--- src/rtl/logic_op_driver.sv ---
// Initiator for the combinational logical unit: takes a command, runs one or more
// chained passes through the unit, then holds the final result on a response handshake.
module logic_op_driver #(
  parameter int WIDTH = 32,
  parameter int REP_W = 4
) (
  input  logic             clk,
  input  logic             rst,
  input  logic             cmd_valid,
  output logic             cmd_ready,
  input  logic [WIDTH-1:0] cmd_a,
  input  logic [WIDTH-1:0] cmd_b,
  input  logic [2:0]       cmd_funct,
  input  logic [REP_W-1:0] cmd_reps,
  output logic [WIDTH-1:0] lu_a,
  output logic [WIDTH-1:0] lu_b,
  output logic [2:0]       lu_funct,
  input  logic [WIDTH-1:0] lu_res,
  output logic             rsp_valid,
  input  logic             rsp_ready,
  output logic [WIDTH-1:0] rsp_data,
  output logic             rsp_zero,
  output logic [REP_W:0]   rsp_passes,
  output logic [1:0]       dbg_state
);

  // Handshakes: a transfer happens on a rising edge where valid and ready are both high;
  // valid never depends on ready, and the payload is held stable while valid && !ready.

  typedef enum logic [1:0] {
    IDLE = 2'd0,
    EXEC = 2'd1,
    RESP = 2'd2
  } state_e;

  localparam logic [REP_W:0]   PASS_ONE = {{REP_W{1'b0}}, 1'b1};
  localparam logic [REP_W-1:0] REP_ONE  = {{(REP_W-1){1'b0}}, 1'b1};

  state_e             state_q, state_d;
  logic [WIDTH-1:0]   a_q, a_d;
  logic [WIDTH-1:0]   b_q, b_d;
  logic [2:0]         funct_q, funct_d;
  logic [REP_W-1:0]   reps_q, reps_d;
  logic [REP_W:0]     passes_q, passes_d;
  logic [WIDTH-1:0]   res_q, res_d;
  logic               zero_q, zero_d;

  always_comb begin
    state_d   = state_q;
    a_d       = a_q;
    b_d       = b_q;
    funct_d   = funct_q;
    reps_d    = reps_q;
    passes_d  = passes_q;
    res_d     = res_q;
    zero_d    = zero_q;
    cmd_ready = 1'b0;
    rsp_valid = 1'b0;
    case (state_q)
      IDLE: begin
        cmd_ready = 1'b1;
        if (cmd_valid) begin
          a_d      = cmd_a;
          b_d      = cmd_b;
          funct_d  = cmd_funct;
          reps_d   = cmd_reps;
          passes_d = '0;
          state_d  = EXEC;
        end
      end
      EXEC: begin
        res_d    = lu_res;
        zero_d   = (lu_res == '0);
        passes_d = passes_q + PASS_ONE;
        if (reps_q == '0) begin
          state_d = RESP;
        end else begin
          // Chain: this pass's result becomes operand a of the next pass.
          a_d    = lu_res;
          reps_d = reps_q - REP_ONE;
        end
      end
      RESP: begin
        rsp_valid = 1'b1;
        if (rsp_ready) begin
          state_d = IDLE;
        end
      end
      default: begin
        state_d = IDLE;
      end
    endcase
  end

  always_ff @(posedge clk) begin
    if (rst) begin
      state_q  <= IDLE;
      a_q      <= '0;
      b_q      <= '0;
      funct_q  <= '0;
      reps_q   <= '0;
      passes_q <= '0;
      res_q    <= '0;
      zero_q   <= 1'b0;
    end else begin
      state_q  <= state_d;
      a_q      <= a_d;
      b_q      <= b_d;
      funct_q  <= funct_d;
      reps_q   <= reps_d;
      passes_q <= passes_d;
      res_q    <= res_d;
      zero_q   <= zero_d;
    end
  end

  assign lu_a       = a_q;
  assign lu_b       = b_q;
  assign lu_funct   = funct_q;
  assign rsp_data   = res_q;
  assign rsp_zero   = zero_q;
  assign rsp_passes = passes_q;
  assign dbg_state  = state_q;

endmodule

--- config.mk ---
export PLATFORM = sky130hd
export DESIGN_NAME = logic_op_driver
export DESIGN_NICKNAME = d
export VERILOG_FILES = /design/src/rtl/logic_op_driver.sv
export SDC_FILE = /design/constraint.sdc
export NUM_CORES = 1
export LEC_CHECK = 0
export BUFFER_PORTS_ARGS = -buffer_cell sky130_fd_sc_hd__buf_4
export CAP_MARGIN = 20
export CORE_MARGIN = 2
export CORE_UTILIZATION = 45
export DETAILED_ROUTE_END_ITERATION = 10
export GPL_TIMING_DRIVEN = 0
export PLACE_DENSITY = 0.84
export SYNTH_ARGS = -nofsm -noshare
export SYNTH_HDL_FRONTEND = slang
export SYNTH_SLANG_ARGS = --single-unit
--- constraint.sdc ---
create_clock -name clk -period 2.2 [get_ports clk]
set_input_delay 0.11 -clock clk [delete_from_list [all_inputs] [get_ports clk]]
set_output_delay 0.11 -clock clk [all_outputs]
set_load 0.01 [all_outputs]
After elaboration in Yosys (flattened, before gate mapping)
Index checks and enable logic that the tools add are counted.
W data, S select, Z words.
- bits in read-only memories: 0
- flip-flop bits (word level): 111
- bits in latches: 0
- bits in writable memories: 0
- bits of input ports: 107
- memories kept: 0
- output and inout bits: 109
- logic and storage cells: 38
- add/subtract/negate cells: 2
- $mul: 0
- eq/ne operators: 6
- shift operators: 0
- div/mod/pow operators: 0
- reduce and logical (&&, ||, !) cells: 8
- $lt $le $gt $ge: 0
- bitwise logic cells: 0
- mux-type cells: 14
- operators by type and width (operator ; number):
    $mux W32 ; 2
    $pmux W32 S2 ; 1
    $logic_not A32 Y1 ; 1
    $pmux W5 S2 ; 1
    $mux W4 ; 2
    $ne A2 B2 Y1 const B ; 4
    $pmux W4 S2 ; 1
    $mux W2 ; 3
    $pmux W2 S3 ; 1
    $reduce_and A3 Y1 ; 2
    $add A5 B1 Y5 const B ; 1
    $mux W5 ; 1
    $logic_not A4 Y1 ; 1
    $reduce_and A2 Y1 ; 2
    $sub A4 B1 Y4 const B ; 1
    $eq A2 B1 Y1 const B ; 1
    $eq A2 B2 Y1 const B ; 1
    $logic_not A2 Y1 ; 1
    $mux W1 ; 2
    $reduce_bool A2 Y1 ; 1

Depth between registers and ports, before layout
Gate-level depths: netlist (run 1).
- word-level depth: 3
- mapped depth: 7
- depth with buffers taken out: 6

Least setup slack after synthesis (run 1)
No wires, ideal clock.
- path kind: register to register
- from: register reps_q[0]
- to: register a_q[17], in the netlist lu_a[17]
- library setup time: 88 ps
- slack: 644 ps
- required time: 2112 ps
- stages on the path, launching flop included: 8
- data arrival time: 1468 ps
- path buffers: 1
- period minus slack after synthesis: 1556 ps
- cells stage by stage: dfxtp_1 -> inv_1 -> ha_1 -> nor3b_1 -> a21oi_2 -> buf_4 -> nor2_1 -> a311oi_2
- longest elaborated chain between the ends: 3
- ends and longest elaborated chain (what ; line ; source):
    from (decl) ; 43 ; logic [REP_W-1:0] reps_q, reps_d;
    from (signal assigned) ; 110 ; reps_q <= reps_d;
    $logic_not A4 Y1 ; 75 ; if (reps_q == '0) begin
    $ne A2 B2 Y1 (no source line) ; - ;
    $reduce_and A3 Y1 (no source line) ; - ;
    to (signal assigned) ; 98 ; a_q <= '0;
    to (signal assigned) ; 107 ; a_q <= a_d;
    to (decl) ; 40 ; logic [WIDTH-1:0] a_q, a_d;
No other way between the ends.
A chain may end at the register's enable or synchronous reset.

Worst setup path after layout (run 1)
- from: register reps_q[0]
- to: register a_q[24], in the netlist lu_a[24]
Same word-level chain as after synthesis.

==> flow_summary.toml, run 1 <==
[sta]
rsz0062_at_grt = "false"
min_period_ps = 1930
max_slew_margin_pct = 57.1
setup_viol = 0
timing.fmax_mhz = 519
tns_ps = 0
final.period_utilization_pct = 87.6
fin_ws_ps = 272
hold_viol = 0
drv_slew = 0
worst_pin_slew_ps = 643
fin_skew_ps = 17.0

[power_and_ir_drop]
p_int_uw = 3610
p_seq_share_pct = 45.1
p_switching_uw = 1780
ir_drop_mv = 0.492
sw_frac_of_total_pct = 33.0
powerDensity_nw_per_um2 = 811
p_leak_uw = 0.00296
power_frac_clock_pct = 22.7
comb_power_share_pct = 32.3

[floorplanning]
die_height_um = 102
initial_core_util_pct = 46.3
dieArea_um2 = 10300
core.rowCount = 35
core_area_um2 = 9240
ios = 216
die-width_um = 102

[setup_path]
crit_path_top_delay_cell = "a21oi_2"
reg2regPathDepth = 7
worstSetupPathType = "reg2reg"
cp-end-kind = "flop"
slowest_delay_ps = 430
crit_arrival_ps = 2200
startpoint = "reps_q[0]"
critPathMaxFanout = 10
r2r-start = "reps_q[0]"
path_cells = "inv_1, ha_1, nor3b_1, a21oi_2, buf_4, nor2_1, a311oi_2"
critPathRequiredTime_ps = 2470
startpoint_type = "flop"

[finish]
drive_gt1_share_pct = 34.2
layout.nets = 892
fillCellCount = 668
final_cell_area_um2 = 6640
multiInputGateArea_um2 = 1840
area_growth_pct = 55.1
instances_no_fill = 916
final_util_pct = 71.8
seqCellArea_um2 = 2220
diodes = 0

[global_routing]
grt_usage_pct = 27.4
grt_pass1_wl_mm = 22.4
grt_overflow = 0
grt_pass1_vias = 4619
antenna_found_initial = 0
grt_max_degree = 19

[logic_synthesis]
syn_area_um2 = 4280
synthArstFlopShare_pct = 0
ys_types = 32
ys.flop_type = "dfxtp_1"
synth.avg_cell_area_um2 = 8.26
synth_warnings = 0
yosysSeqAreaShare_pct = 51.9
syn_inst = 518
ys_seq_elements = 111
syn-num-nets = 627
synth_edf_count = 0

[placement]
placed_cell_area_um2 = 6050
hpwl_mm = 10.5
io_buffers = 215
place_congestion = 0.815
dpl.cell_count = 862
pre_cts_slack_ps = 299

[detailed_routing]
drc = 0
dr.max_layer_used = "met4"
wl_met1_mm = 5.86
wl_met3_mm = 1.37
ant_nets = 0
wirelength_mm = 14.8
vias_per_cell = 5.23
first_iter_violations = 197
dr.pass1.iters = 5
vias = 4794
met2_length_mm = 7.26
post_drt_wl_per_cell_um = 16.1

[worst_hold_path]
min_delay_path_depth = 3
worst_hold_path_type = "in2reg"
min_from = "cmd_a[11]"

[clock_tree]
cts_root_buf = "clkbuf_8"
htreeDepth = 3
clkLatencyLatePin_ps = 360
cts_buffer_depth = 2
cts_tree = "built"
cts_buffers = 9
cts.reportedPaths.clkPinSlew_ps = 110
cts_setup_buffers = 0
clkSinkCount = 111

[job]
cap_violations = 0

[status]
status = "completed"
==> registers in the layout (all words and copies together), names as in the netlist <==
name,flops
rsp_data,32
lu_b,32
rsp_zero,1
rsp_passes,5
reps_q,4
lu_funct,3
lu_a,32
dbg_state,2
==> what timing repair did <==
| action | 4_1_cts | 5_1_grt |
|---|---|---|
| hold endpoints to repair | 39 | 0 |
| hold buffers | 39 | 0 |
| gates resized for setup | 0 | 0 |
==> cell families (layout without fill, tap and decap cells) <==
family,after synthesis,in the layout,share of synthesized area (%)
buf+inv,42,311,5.00
flops,111,111,51.9
simple gates,243,243,22.8
xor+xnor,1,1,0.205
fa+ha+maj,2,2,0.585
mux,1,1,0.263
compound gates,118,118,19.2
==> power by group through the flow <==
stage                     Sequential [uW]  Combinational, uW  Clock (uW)
after floorplan                      2560                771           0
after detailed placement             2470               1670           0
after global placement               2460               1630           0
final                                2430               1740        1220
after CTS                            2420               1730        1250
after global routing                 2460               1880        1320
==> metrics by stage <==
step	power (uW)	hold WS, ps
after floorplan	3330	246
after global placement	4090	359
after detailed placement	4140	366
after CTS	5400	0.217
after global routing	5660	0.774
final	5390	16.4
==> Yosys cell counts, drive strengths merged, types with 2 or more instances <==
| cell | instances | area share [%] |
|---|---|---|
| a211oi | 2 | 0.35 |
| a21oi | 74 | 8.7 |
| a22oi | 2 | 0.35 |
| a311oi | 34 | 8.9 |
| and2 | 2 | 0.29 |
| buf | 23 | 3.3 |
| clkbuf | 16 | 1.4 |
| dfxtp | 111 | 52 |
| ha | 2 | 0.58 |
| inv | 3 | 0.26 |
| nand2 | 172 | 15 |
| nand2b | 2 | 0.29 |
| nand3 | 5 | 0.58 |
| nor2 | 44 | 3.9 |
| nor2b | 3 | 0.44 |
| nor3 | 3 | 0.35 |
| nor3b | 2 | 0.35 |
| nor4 | 7 | 1.0 |
| o21ai | 3 | 0.35 |
==> metal layers <==
metal | track usage (%) | up-vias
met2 | 47.9 | 245
met3 | 7.32 | 26
met1 | 32.2 | 2245
met4 | 9.98 | 0
li1 | - | 2278
met5 | 0 | -
==> worst max-delay path: cells and delay by family (launching register included) <==
family	cells	cell delay [ps]
AND/OR/NAND/NOR	2	240
flip-flops	1	370
buffers and inverters	2	350
adder cells (fa/ha/maj)	1	220
AO/OA/AOI/OAI	2	670
==> cells in the final DEF, fill, tap and decap left out, drive strengths merged, types with 3 or more instances in the layout <==
cell type / n
a21oi: 74
clkbuf: 25
nor2: 44
buf: 238
inv: 5
dfxtp: 111
nand2: 172
o21ai: 3
dlygate4sd3: 39
nor2b: 3
nor3: 3
nor4: 7
a311oi: 34
nand3: 5
==> final timing paths <==
check / end / slack [ps]
max: lu_a[24] / 270
min: lu_a[11] / 20
max reg2reg: lu_a[24] / 270
min reg2reg: lu_funct[2] / 460
==> cell type report <==
| cell class | instances | area share (%) |
|---|---|---|
| inverter | 3 | 0.170 |
| multi-input combinational | 365 | 27.8 |
| sequential | 111 | 33.5 |
| buffer | 39 | 3.05 |
| clock buffer | 9 | 1.87 |
| timing repair buffer | 254 | 30.2 |
| tap | 129 | 2.43 |
| clock inverter | 6 | 1.04 |
(Power assumes the default switching activity.)
==> inputs of run 2 (changes only) <==
BUFFER_PORTS_ARGS = -buffer_cell sky130_fd_sc_hd__buf_2   (was -buffer_cell sky130_fd_sc_hd__buf_4)
CORE_UTILIZATION = 30   (was 45)
PLACE_DENSITY = 0.62   (was 0.84)
==> run 2 against run 1 <==
Worst hold slack hardly changed. Non-clock buffer count shrank 7. Maximum frequency down 2.0%. Via count down 6.3%. Clock power is 43% higher. Final area is 6.4% lower. Routed wire length up 1.7%. Core utilization fell by 27 points. Count of clock-buffer cells in the layout is 2 higher. Setup slack worse by 40 ps. Critical path depth is the same. Clock skew down 12 ps. Critical path type unchanged. Critical endpoint is now lu_a[19]. Largest power group unchanged.
==> flow_summary.toml, run 2 (same netlist as run 1, synthesis figures left out) <==
[status]
status = "completed"

[global_routing]
antenna_found_initial = 1
grt_overflow = 0
grt_pass1_wl_mm = 22.0
grt_usage_pct = 19.1
grt_max_degree = 17
grt_pass1_vias = 4302

[detailed_routing]
ant_nets = 0
drc = 0
vias_per_cell = 4.67
post_drt_wl_per_cell_um = 15.6
dr.pass1.iters = 5
vias = 4490
wirelength_mm = 15.0
first_iter_violations = 211

[finish]
instances_no_fill = 961
layout_common_cells = "buf_2 (230), nand2_1 (172), dfxtp_1 (111)"
seqCellArea_um2 = 2220
fillCellCount = 1395
drive_gt1_share_pct = 34.4
final_cell_area_um2 = 6220
multiInputGateArea_um2 = 1840
mostFrequentLayoutCell = "buf_2"
layout.nets = 885
area_growth_pct = 45.3

[floorplanning]
core.rowCount = 43
ios = 216
die_height_um = 123
die-width_um = 123
dieArea_um2 = 15200
core_area_um2 = 13900
initial_core_util_pct = 30.8

[clock_tree]
clkLatencyLatePin_ps = 350
cts_buffer_depth = 2
cts_buffers = 9
clkSinkCount = 111
cts_resized = 0
htreeDepth = 3
cts.reportedPaths.clkPinSlew_ps = 70
cts_tree = "built"
cts_root_buf = "clkbuf_16"

[sta]
fin_skew_ps = 4.71
worst_pin_slew_ps = 705
hold_viol = 0
setup_viol = 0
drv_slew = 0
max_slew_margin_pct = 53.0
tns_ps = 0
rsz0062_at_grt = "false"
min_period_ps = 1970
timing.fmax_mhz = 508
fin_ws_ps = 232
final.period_utilization_pct = 89.5

[placement]
placed_cell_area_um2 = 5580
io_buffers = 215
dpl.cell_count = 913
pre_cts_slack_ps = 202
hpwl_mm = 11.0
place_congestion = 0.803

[setup_path]
critPathMaxFanout = 10
critPathRequiredTime_ps = 2460
crit_arrival_ps = 2230
startpoint_type = "flop"
cp-end-kind = "flop"
worstSetupPathType = "reg2reg"

[power_and_ir_drop]
ir_drop_mv = 0.611
p_leak_uw = 0.00288
p_total_uw = 5700
powerDensity_nw_per_um2 = 917

[job]
cap_violations = 0

[worst_hold_path]
worst_hold_path_type = "in2reg"
[run 2: cell count changes in the layout (fill, tap and decap cells not counted), sizes merged]
cell,change
bufinv,+1
clkbuf,+2
clkinvlp,-1
diode,+1
dlygate4sd3,-7
inv,-2
[run 2: report_power, final]
group	leakage, uW	internal (uW)	total, uW	switching (uW)
logic	0.00182	620	1530	914
registers	0.000913	2270	2410	142
clock network	0.000155	1020	1750	732
total	0.00288	3910	5700	1790
[run 2: critical path, cell delays in order (launching register included)]
cell and delay (ps):
dfxtp_1 370, inv_1 70, ha_1 220, nor3b_1 170, a21oi_2 450, buf_4 290
nor2_1 70, a311oi_2 240
[run 2: metrics by stage]
stage | utilization (%) | hold slack [ps]
final | 44.8 | 16.2
after global routing | 44.8 | 14.3
after CTS | 44.8 | 1.39
after detailed placement | 40.2 | 360
after global placement | 40.2 | 355
after floorplan | - | 246
[run 2: final timing paths]
check	cells after the start	start	endpoint	slack (ps)
setup / recovery	7	reps_q[0]	lu_a[19]	230
hold / removal	3	cmd_a[15]	lu_a[15]	20
hold reg to reg	2	lu_b[24]	lu_b[24]	450
setup reg to reg	7	reps_q[0]	lu_a[19]	230
[run 2: layout make-up]
type | count | area share [%]
plain buffers | 39 | 3.26
diodes | 1 | 0.0403
clock inverters | 4 | 1.13
multi-input cells | 365 | 29.6
repair buffers | 247 | 22.5
well taps | 180 | 3.62
clock buffers | 11 | 3.90
inverters | 3 | 0.181
flip-flops and latches | 111 | 35.7
[run 2: per-layer routing]
metal / GRT usage [%] / routed length (um) / part of all wire (%)
met1: 21.7 / 6360 / 42
met2: 33.9 / 7280 / 48
met3: 7.24 / 1330 / 8.8
met4: 4.33 / 61 / 0.41
met5: 0 / 0 / 0
[run 2: timing repair]
item                       in CTS  in global routing
hold buffers                   32                  0
buffers inserted                0                  0
setup endpoints to repair       0                  0
hold endpoints to repair       32                  0
